[src/rtl/sha_round_seq.sv]
// sha_round_seq: drives an external single-round SHA-256 datapath through
// ROUNDS rounds of one 512-bit block. It then adds the chaining midstate to
// the final working state.
//   clk, reset          : clock; synchronous active-high reset
//   start               : job request, accepted only while idle
//   midstate_i, block_i : chaining value H0..H7 and message block (word 0 in MSBs)
//   busy, done, err     : job in flight / end-of-block pulse / watchdog abort flag
//   digest_o            : midstate + final working state, held until next done
//   rnd_en, rnd_state_o,
//   rnd_k, rnd_w        : round issue pulse, working state a..h, K[t], W[t]
//   rnd_state_i,
//   rnd_valid           : next state from the round unit and its strobe
module sha_round_seq #(
   parameter int ROUNDS  = 64,
   parameter int TIMEOUT = 16
) (
   input  logic         clk,
   input  logic         reset,
   input  logic         start,
   input  logic [255:0] midstate_i,
   input  logic [511:0] block_i,
   output logic         busy,
   output logic         done,
   output logic         err,
   output logic [255:0] digest_o,
   output logic         rnd_en,
   output logic [255:0] rnd_state_o,
   output logic [31:0]  rnd_k,
   output logic [31:0]  rnd_w,
   input  logic [255:0] rnd_state_i,
   input  logic         rnd_valid
);

   typedef enum logic [2:0] {S_IDLE, S_ISSUE, S_WAIT, S_FINAL, S_DONE} state_t;

   localparam int WDW = $clog2(TIMEOUT + 1);

   localparam logic [0:63][31:0] K_ROM = {
      32'h428a2f98, 32'h71374491, 32'hb5c0fbcf, 32'he9b5dba5, 32'h3956c25b, 32'h59f111f1, 32'h923f82a4, 32'hab1c5ed5,
      32'hd807aa98, 32'h12835b01, 32'h243185be, 32'h550c7dc3, 32'h72be5d74, 32'h80deb1fe, 32'h9bdc06a7, 32'hc19bf174,
      32'he49b69c1, 32'hefbe4786, 32'h0fc19dc6, 32'h240ca1cc, 32'h2de92c6f, 32'h4a7484aa, 32'h5cb0a9dc, 32'h76f988da,
      32'h983e5152, 32'ha831c66d, 32'hb00327c8, 32'hbf597fc7, 32'hc6e00bf3, 32'hd5a79147, 32'h06ca6351, 32'h14292967,
      32'h27b70a85, 32'h2e1b2138, 32'h4d2c6dfc, 32'h53380d13, 32'h650a7354, 32'h766a0abb, 32'h81c2c92e, 32'h92722c85,
      32'ha2bfe8a1, 32'ha81a664b, 32'hc24b8b70, 32'hc76c51a3, 32'hd192e819, 32'hd6990624, 32'hf40e3585, 32'h106aa070,
      32'h19a4c116, 32'h1e376c08, 32'h2748774c, 32'h34b0bcb5, 32'h391c0cb3, 32'h4ed8aa4a, 32'h5b9cca4f, 32'h682e6ff3,
      32'h748f82ee, 32'h78a5636f, 32'h84c87814, 32'h8cc70208, 32'h90befffa, 32'ha4506ceb, 32'hbef9a3f7, 32'hc67178f2
   };

   function automatic logic [31:0] sig0(input logic [31:0] x);
      return {x[6:0], x[31:7]} ^ {x[17:0], x[31:18]} ^ {3'b0, x[31:3]};
   endfunction

   function automatic logic [31:0] sig1(input logic [31:0] x);
      return {x[16:0], x[31:17]} ^ {x[18:0], x[31:19]} ^ {10'b0, x[31:10]};
   endfunction

   state_t              state_q, state_d;
   logic [5:0]          t_q, t_d;
   logic [WDW-1:0]      wdog_q, wdog_d;
   logic                err_q, err_d;
   logic [255:0]        ms_q, ms_d;
   logic [255:0]        work_q, work_d;
   logic [255:0]        digest_q, digest_d;
   logic [255:0]        st_out_q, st_out_d;
   logic [31:0]         k_out_q, k_out_d;
   logic [31:0]         w_out_q, w_out_d;
   // win_q[0] is always W[t]; the window slides by one word per issue.
   logic [15:0][31:0]   win_q, win_d;
   logic [31:0]         w_new;

   always_comb begin
      state_d  = state_q;
      t_d      = t_q;
      wdog_d   = wdog_q;
      err_d    = err_q;
      ms_d     = ms_q;
      work_d   = work_q;
      digest_d = digest_q;
      st_out_d = st_out_q;
      k_out_d  = k_out_q;
      w_out_d  = w_out_q;
      win_d    = win_q;
      // W[t+16], pushed in while W[t] is issued. Words produced in the
      // last 16 rounds are never used, which is harmless.
      w_new    = sig1(win_q[14]) + win_q[9] + sig0(win_q[1]) + win_q[0];

      case (state_q)
         S_IDLE: begin
            if (start) begin
               ms_d   = midstate_i;
               work_d = midstate_i;
               for (int i = 0; i < 16; i++) win_d[i] = block_i[511-32*i -: 32];
               t_d     = '0;
               err_d   = 1'b0;
               state_d = S_ISSUE;
            end
         end
         S_ISSUE: begin
            st_out_d = work_q;
            k_out_d  = K_ROM[t_q];
            w_out_d  = win_q[0];
            win_d    = {w_new, win_q[15:1]};
            wdog_d   = '0;
            state_d  = S_WAIT;
         end
         S_WAIT: begin
            if (rnd_valid) begin
               work_d = rnd_state_i;
               if (t_q == 6'(ROUNDS - 1)) begin
                  state_d = S_FINAL;
               end else begin
                  t_d     = t_q + 6'd1;
                  state_d = S_ISSUE;
               end
            end else if (wdog_q == WDW'(TIMEOUT - 2)) begin
               // Abort here so done lands exactly TIMEOUT cycles after rnd_en;
               // a strobe arriving in this same cycle still wins.
               err_d   = 1'b1;
               state_d = S_DONE;
            end else begin
               wdog_d = wdog_q + 1'b1;
            end
         end
         S_FINAL: begin
            for (int i = 0; i < 8; i++)
               digest_d[32*i +: 32] = ms_q[32*i +: 32] + work_q[32*i +: 32];
            state_d = S_DONE;
         end
         S_DONE:  state_d = S_IDLE;
         default: state_d = S_IDLE;
      endcase
   end

   always_ff @(posedge clk) begin
      if (reset) begin
         state_q  <= S_IDLE;
         t_q      <= '0;
         wdog_q   <= '0;
         err_q    <= 1'b0;
         ms_q     <= '0;
         work_q   <= '0;
         digest_q <= '0;
         st_out_q <= '0;
         k_out_q  <= '0;
         w_out_q  <= '0;
         win_q    <= '0;
      end else begin
         state_q  <= state_d;
         t_q      <= t_d;
         wdog_q   <= wdog_d;
         err_q    <= err_d;
         ms_q     <= ms_d;
         work_q   <= work_d;
         digest_q <= digest_d;
         st_out_q <= st_out_d;
         k_out_q  <= k_out_d;
         w_out_q  <= w_out_d;
         win_q    <= win_d;
      end
   end

   // Issue values are shown live during ISSUE and held afterwards.
   assign rnd_en      = (state_q == S_ISSUE);
   assign rnd_state_o = rnd_en ? work_q      : st_out_q;
   assign rnd_k       = rnd_en ? K_ROM[t_q]  : k_out_q;
   assign rnd_w       = rnd_en ? win_q[0]    : w_out_q;
   assign busy        = (state_q != S_IDLE);
   assign done        = (state_q == S_DONE);
   assign err         = err_q;
   assign digest_o    = digest_q;

endmodule

[config.mk]
export PLATFORM = sky130hd
export DESIGN_NAME = sha_round_seq
export DESIGN_NICKNAME = d
export VERILOG_FILES = /design/src/rtl/sha_round_seq.sv
export SDC_FILE = /design/constraint.sdc
export NUM_CORES = 2
export LEC_CHECK = 0
export BUFFER_PORTS_ARGS = -buffer_cell sky130_fd_sc_hd__buf_2
export CORE_AREA = 3 3 629 631
export CTS_CLUSTER_DIAMETER = 30
export DETAILED_ROUTE_END_ITERATION = 6
export DIE_AREA = 0 0 632 634
export PLACE_DENSITY = 0.4
export SYNTH_ARGS = -nofsm -noshare
export SYNTH_HDL_FRONTEND = slang
export SYNTH_SLANG_ARGS = --single-unit
export TNS_END_PERCENT = 5
[constraint.sdc]
create_clock -name clk -period 6.7 [get_ports clk]
set_input_delay 0.67 -clock clk [delete_from_list [all_inputs] [get_ports clk]]
set_output_delay 0.67 -clock clk [all_outputs]
set_load 0.01 [all_outputs]
### Yosys cells after proc, flatten, opt, wreduce, memory -nomap -nowiden

Memories as Yosys holds them, arrays and structs flattened.
Cells that the tools add are included.

| storage, ports and cells | value |
|---|---|
| register bits after elaboration | 1615 |
| memory bits (read-only) | 2048 |
| input port bits | 1028 |
| logic and storage cells | 97 |
| memories | 1 |

| cells by class | value |
|---|---|
| add/subtract/negate cells | 13 |
| $lt $le $gt $ge | 1 |
| eq/ne operators | 13 |
| multiplexer cells | 26 |
| bitwise gates (word level) | 5 |
| reductions and logical operators | 12 |

Memories:

| name | words | width | rd ports | clocked after memory_dff | wr ports | RTL line | source |
|---|---|---|---|---|---|---|---|
| (no name shown) | 64 | 32 | 1 | 0 | 0 | 165 | `assign rnd_k = rnd_en ? K_ROM[t_q] : k_out_q;` |

Operators with widths:

| operator | number |
|---|---|
| case mux 512 bit (2 select lines) | 1 |
| 2-to-1 mux 256 bit | 3 |
| 2-to-1 mux 512 bit | 1 |
| case mux 256 bit (2 select lines) | 1 |
| adder 32 bit | 11 |
| 2-to-1 mux 32 bit | 4 |
| bitwise XOR 32 bit | 2 |
| bitwise XOR 32 x 22 -> 32 bit | 1 |
| bitwise XOR 32 x 29 -> 32 bit | 1 |
| 2-to-1 mux 6 bit | 3 |
| inequality test 2 bit, second input constant | 6 |
| case mux 3 bit (4 select lines) | 1 |
| case mux 6 bit (2 select lines) | 1 |
| 2-to-1 mux 5 bit | 2 |
| case mux 5 bit (2 select lines) | 1 |
| 2-to-1 mux 3 bit | 3 |
| AND reduction 4 bit | 2 |
| >= comparator 7 bit, second input constant | 1 |
| inverter 6 -> 7 bit | 1 |
| adder 6 x 1 -> 6 bit, second input constant | 1 |
| equality test 3 x 2 -> 1 bit, second input constant | 2 |
| equality test 6 bit, second input constant | 1 |
| AND reduction 2 bit | 3 |
| AND reduction 3 bit | 2 |
| 11 further kinds | 15 |

### Depth between registers and ports, before layout

| depth | value |
|---|---|
| depth in word-level cells | 6 |
| gate-level depth with buffers | 20 |
| mapped depth without buffers | 19 |

### Worst setup path before layout

Ideal clock, no wire load.

| path | value |
|---|---|
| path kind | reg2reg |
| from | register win_q[466] (netlist name) |
| to | register win_q[509] (netlist name) |
| library setup time | 0.137 ns |
| arrival | 3.998 ns |
| required time | 6.563 ns |
| path slack | 2.565 ns |
| cell stages (with the launch flop) | 20 |
| path buffers | 1 |
| path through | dfxtp_1 -> clkbuf_1 -> xor2_1 -> xnor2_1 -> fa_1 -> fa_1 -> inv_1 -> ha_1 -> inv_1 -> fa_1 -> nor2b_1 -> o21ai_0 -> a21boi_1 -> o2111ai_1 -> a31oi_1 -> a21oi_1 -> o21ai_0 -> mux2i_1 -> xnor2_1 -> a21oi_1 |

| between the ends | value |
|---|---|
| longest elaborated chain between the ends | 6 |

RTL lines:

| item | RTL line | source |
|---|---|---|
| start, declared | 68 | `logic [15:0][31:0] win_q, win_d;` |
| start signal, assigned | 158 | `win_q <= win_d;` |
| bitwise XOR 32 bit | 54 | `return {x[16:0], x[31:17]} ^ {x[18:0], x[31:19]} ^ {10'b0, x[31:10]};` |
| bitwise XOR 32 x 22 -> 32 bit (*) | 54 |  |
| adder 32 bit (*) (3 in a row) | 85 | `w_new = sig1(win_q[14]) + win_q[9] + sig0(win_q[1]) + win_q[0];` |
| case mux 512 bit (2 select lines) (*) | 87 | `case (state_q)` |

Every way passes the cells marked *; elsewhere a longest branch is shown, timed or not.
A chain may end at the register's enable or synchronous reset.

### Worst setup path in the final report

| path | value |
|---|---|
| from | register state_q[1] |
| to | output port rnd_w[15] |

| between the ends | value |
|---|---|
| longest elaborated chain between the ends | 2 |

RTL lines:

| item | RTL line | source |
|---|---|---|
| start, declared | 57 | `state_t state_q, state_d;` |
| start signal, assigned | 148 | `state_q <= state_d;` |
| equality test 3 x 1 -> 1 bit | 163 | `assign rnd_en = (state_q == S_ISSUE);` |
| 2-to-1 mux 32 bit | - |  |
| end, declared | 29 | `output logic [31:0] rnd_w,` |

No other way between the ends.

==> results.yml <==
cells_and_area:
  fin_nets: 14508
  utilization_pct: 31.0
  synthToLayoutAreaGrowth_pct: 48.3
  fillerInstances: 42253
  seqCellArea_mm2: 0.0323
  layout.cells.non_filler: 18762
  multi_input_area_mm2: 0.0451
  drive_above_1_share_pct: 19.1
floorplanning:
  start_util_pct: 20.9
  rows: 229
  dieArea_mm2: 0.401
  core_mm2: 0.390
  die_y_um: 634
  dieWidth_um: 632
  io_pins: 1608
detailed_routing:
  routedWlPerCell_um: 25.9
  drc_errors: 0
  first_pass_iters: 7
  vias: 89194
  drt_iter0_markers: 7857
  avgViaCountPerCell: 4.75
  ant_nets: 0
  wirelength_um: 486000
synth:
  synth_nets: 12215
  ys_ff_latch: 1615
  synthCells: 10819
  avgSynthCellArea_um2: 7.52
  asyncSetResetFlopFracSynth_pct: 0
  yosysSeqAreaShare_pct: 39.8
  synth_cell_types: 86
  synth_edf_count: 0
  syn_area_mm2: 0.0813
  synthFlopType: "dfxtp_1"
  synth_warnings: 0
clocking:
  path_clk_slew_ns: 0.05
  cts_made_buffers: 480
  cts_sinks: 1615
  clock-root-buffer: "clkbuf_16"
  clk_path_buf_depth: 4
  clk_latency_ns: 0.98
  htreeDepth: 5
  cts_tree: "done"
power_and_ir_drop:
  powerDensity_mw_per_mm2: 360
  internal_power_mw: 30.5
  switchingPower_mw: 13.0
  power_frac_clock_pct: 55.5
  power_frac_seq_pct: 25.7
  comb_power_share_pct: 18.8
  power_mw: 43.4
  ir_worst_vdd_mv: 0.231
  leakagePower_nw: 53.3
  p_sw_share_pct: 29.9
placement:
  dp_cells: 16900
  hpwl_um: 374000
  io_buffers: 1607
  place_congestion: 0.958
  place_ws_ns: 1.57
timing:
  worst_pin_slew_ns: 1.22
  period_minus_slack_ns: 5.33
  max_slew_margin_pct: 18.8
  min_period_over_period_pct: 79.6
  finalWorstSetupSlack_ns: 1.37
  slew_violations: 0
  setup_violations: 0
  grt_setup_unrepaired: "no"
  hold_viol_final: 0
  final.setup_skew_ns: 0.0866
  fmax_mhz: 187
  finalSetupTns_ns: 0
worst_setup_path:
  ff2ff_setup_slack_ns: 1.51
  path_class: "reg -> out"
  cp_max_fo: 82
  worstPathRequired_ns: 6.03
  crit_arrival_ns: 4.66
  cp-end-kind: "output pin"
  start_kind: "register"
global_route:
  grt_pass1_wl_um: 669000
  grt_use_total_pct: 23.1
  grt_pass1_vias: 86414
  antenna_found_initial: 105
  overflow: 0
  grt_max_degree: 183
status:
  status: "finished clean"
flow_run:
  maxCapViolCount: 0
min_path:
  holdCritPathClass: "in -> reg"
==> through the flow <==
step | area, um2 | hold WS (ns)
6_report | 121000 | 0.103
3_5_place_dp | 93900 | 0.434
3_3_place_gp | 93900 | 0.431
2_1_floorplan | 81300 | 0.440
5_1_grt | 121000 | 0.0367
4_1_cts | 120000 | 0.0000920
==> sequential cells by signal (all words and copies together) (netlist names) <==
register  cells
digest_o    256
err           1
k_out_q      32
ms_q        256
st_out_q    256
state_q       3
t_q           6
w_out_q      32
wdog_q        5
win_q       512
work_q      256
==> logic make-up (layout without fill, tap and decap cells) <==
kind of cell / count (synthesis) / count (layout) / share of synthesized area, %
compound gates: 2643 / 2643 / 21.7
xor+xnor: 362 / 362 / 3.90
fa+ha+maj: 368 / 368 / 6.31
buf+inv: 1041 / 3731 / 4.81
flops: 1615 / 1615 / 39.8
mux: 18 / 18 / 0.300
other cells: 0 / 56 / 0
simple gates: 4772 / 4772 / 23.2
==> cell type report <==
type / count / area share, %
Sequential cell: 1615 / 26.8
Clock buffer: 664 / 11.4
Clock inverter: 215 / 2.91
Timing Repair Buffer: 2645 / 15.3
Antenna cell: 56 / 0.116
Inverter: 207 / 0.652
Tap cell: 5197 / 5.39
Multi-Input combinational cell: 8163 / 37.4
==> cell usage after synthesis (11+ instances only) <==
cell	n	area [um2]
clkbuf_1	793	2980
xor2_1	152	1330
or2_2	14	87.6
o21ai_1	14	70.1
nand2b_1	38	238
a31oi_1	43	269
nor3_1	53	265
a311oi_1	756	6620
nor2b_1	39	244
and2_1	80	500
o21bai_1	25	188
o31ai_1	21	158
a21o_1	179	1340
o21ai_0	341	1710
nand4_1	37	231
fa_1	70	1400
or3_1	18	113
ha_1	298	3730
a211oi_1	63	473
and3_1	26	163
a211o_1	11	96.3
dfxtp_1	1615	32300
a22o_1	13	114
nor2_1	994	3730
a2111oi_0	16	140
mux2i_1	12	120
buf_1	36	135
nand2_1	3351	12600
o211ai_1	31	233
nand3_1	88	440
a21oi_1	984	4920
inv_1	205	769
o22ai_1	11	68.8
o21a_1	29	218
xnor2_1	210	1840
==> worst paths after layout <==
check | start | to | cells past startpoint
setup / recovery | state_q[1] | rnd_w[15] | 6
hold / removal | block_i[21] | win_q[501] | 3
setup reg to reg | win_q[465] | win_q[509] | 19
hold reg to reg | digest_o[186] | digest_o[186] | 2
==> timing repair <==
action,4_1_cts,5_1_grt
setup endpoints to repair,0,0
setup buffers,0,0
gates resized for setup,0,0
hold buffers,927,0
endpoints found under the hold margin,937,0
==> power groups by stage <==
| stage | registers (mW) | clock network, mW | logic [mW] |
|---|---|---|---|
| after detailed placement | 11.3 | 0 | 7.57 |
| after global placement | 11.3 | 0 | 7.66 |
| final | 11.2 | 24.1 | 8.14 |
| after floorplan | 10.9 | 0 | 4.80 |
| after CTS | 11.2 | 24.5 | 8.13 |
| after global routing | 11.2 | 25.0 | 8.90 |
==> cell usage in the layout (no fill, tap or decap), types with 15 or more instances in the layout <==
master	n
a211oi_1	63
a311oi_1	756
nand2b_1	38
diode_2	56
clkbuf_1	80
and2_1	78
clkinv_2	98
nand4_1	37
ha_1	298
or3_1	18
o31ai_1	21
a21o_1	179
nor2_1	992
fa_1	70
nor2b_1	39
buf_12	22
o21ai_0	341
o211ai_1	31
clkbuf_8	101
xor2_1	152
nand3_1	88
buf_2	1606
a21oi_1	984
nand2_1	3348
and3_1	26
buf_4	90
clkbuf_16	483
dlygate4sd3_1	927
inv_1	204
a2111oi_0	16
nor3_1	52
a31oi_1	43
o21bai_1	25
bufinv_16	76
dfxtp_1	1612
xnor2_1	210
clkinv_16	15
o21a_1	29
==> metal layers <==
metal  routed length [um]  up-vias  GRT usage (%)  share of wire, %
met4                20300       38           8.93               4.2
met1               220000    43112           31.5                45
met5                  239        -              0             0.049
met3                36200      760           5.36               7.4
li1                     -    41993              -                 -
met2               209000     3291           35.0                43
==> critical path, stage by stage (launching register included) <==
cell     delay [ns]
dfxtp_1        0.55
or3b_4         0.70
buf_4          0.79
buf_4          0.73
nand2_1        0.10
o21ai_0        0.40
buf_2          0.28
(Power assumes the default switching activity.)
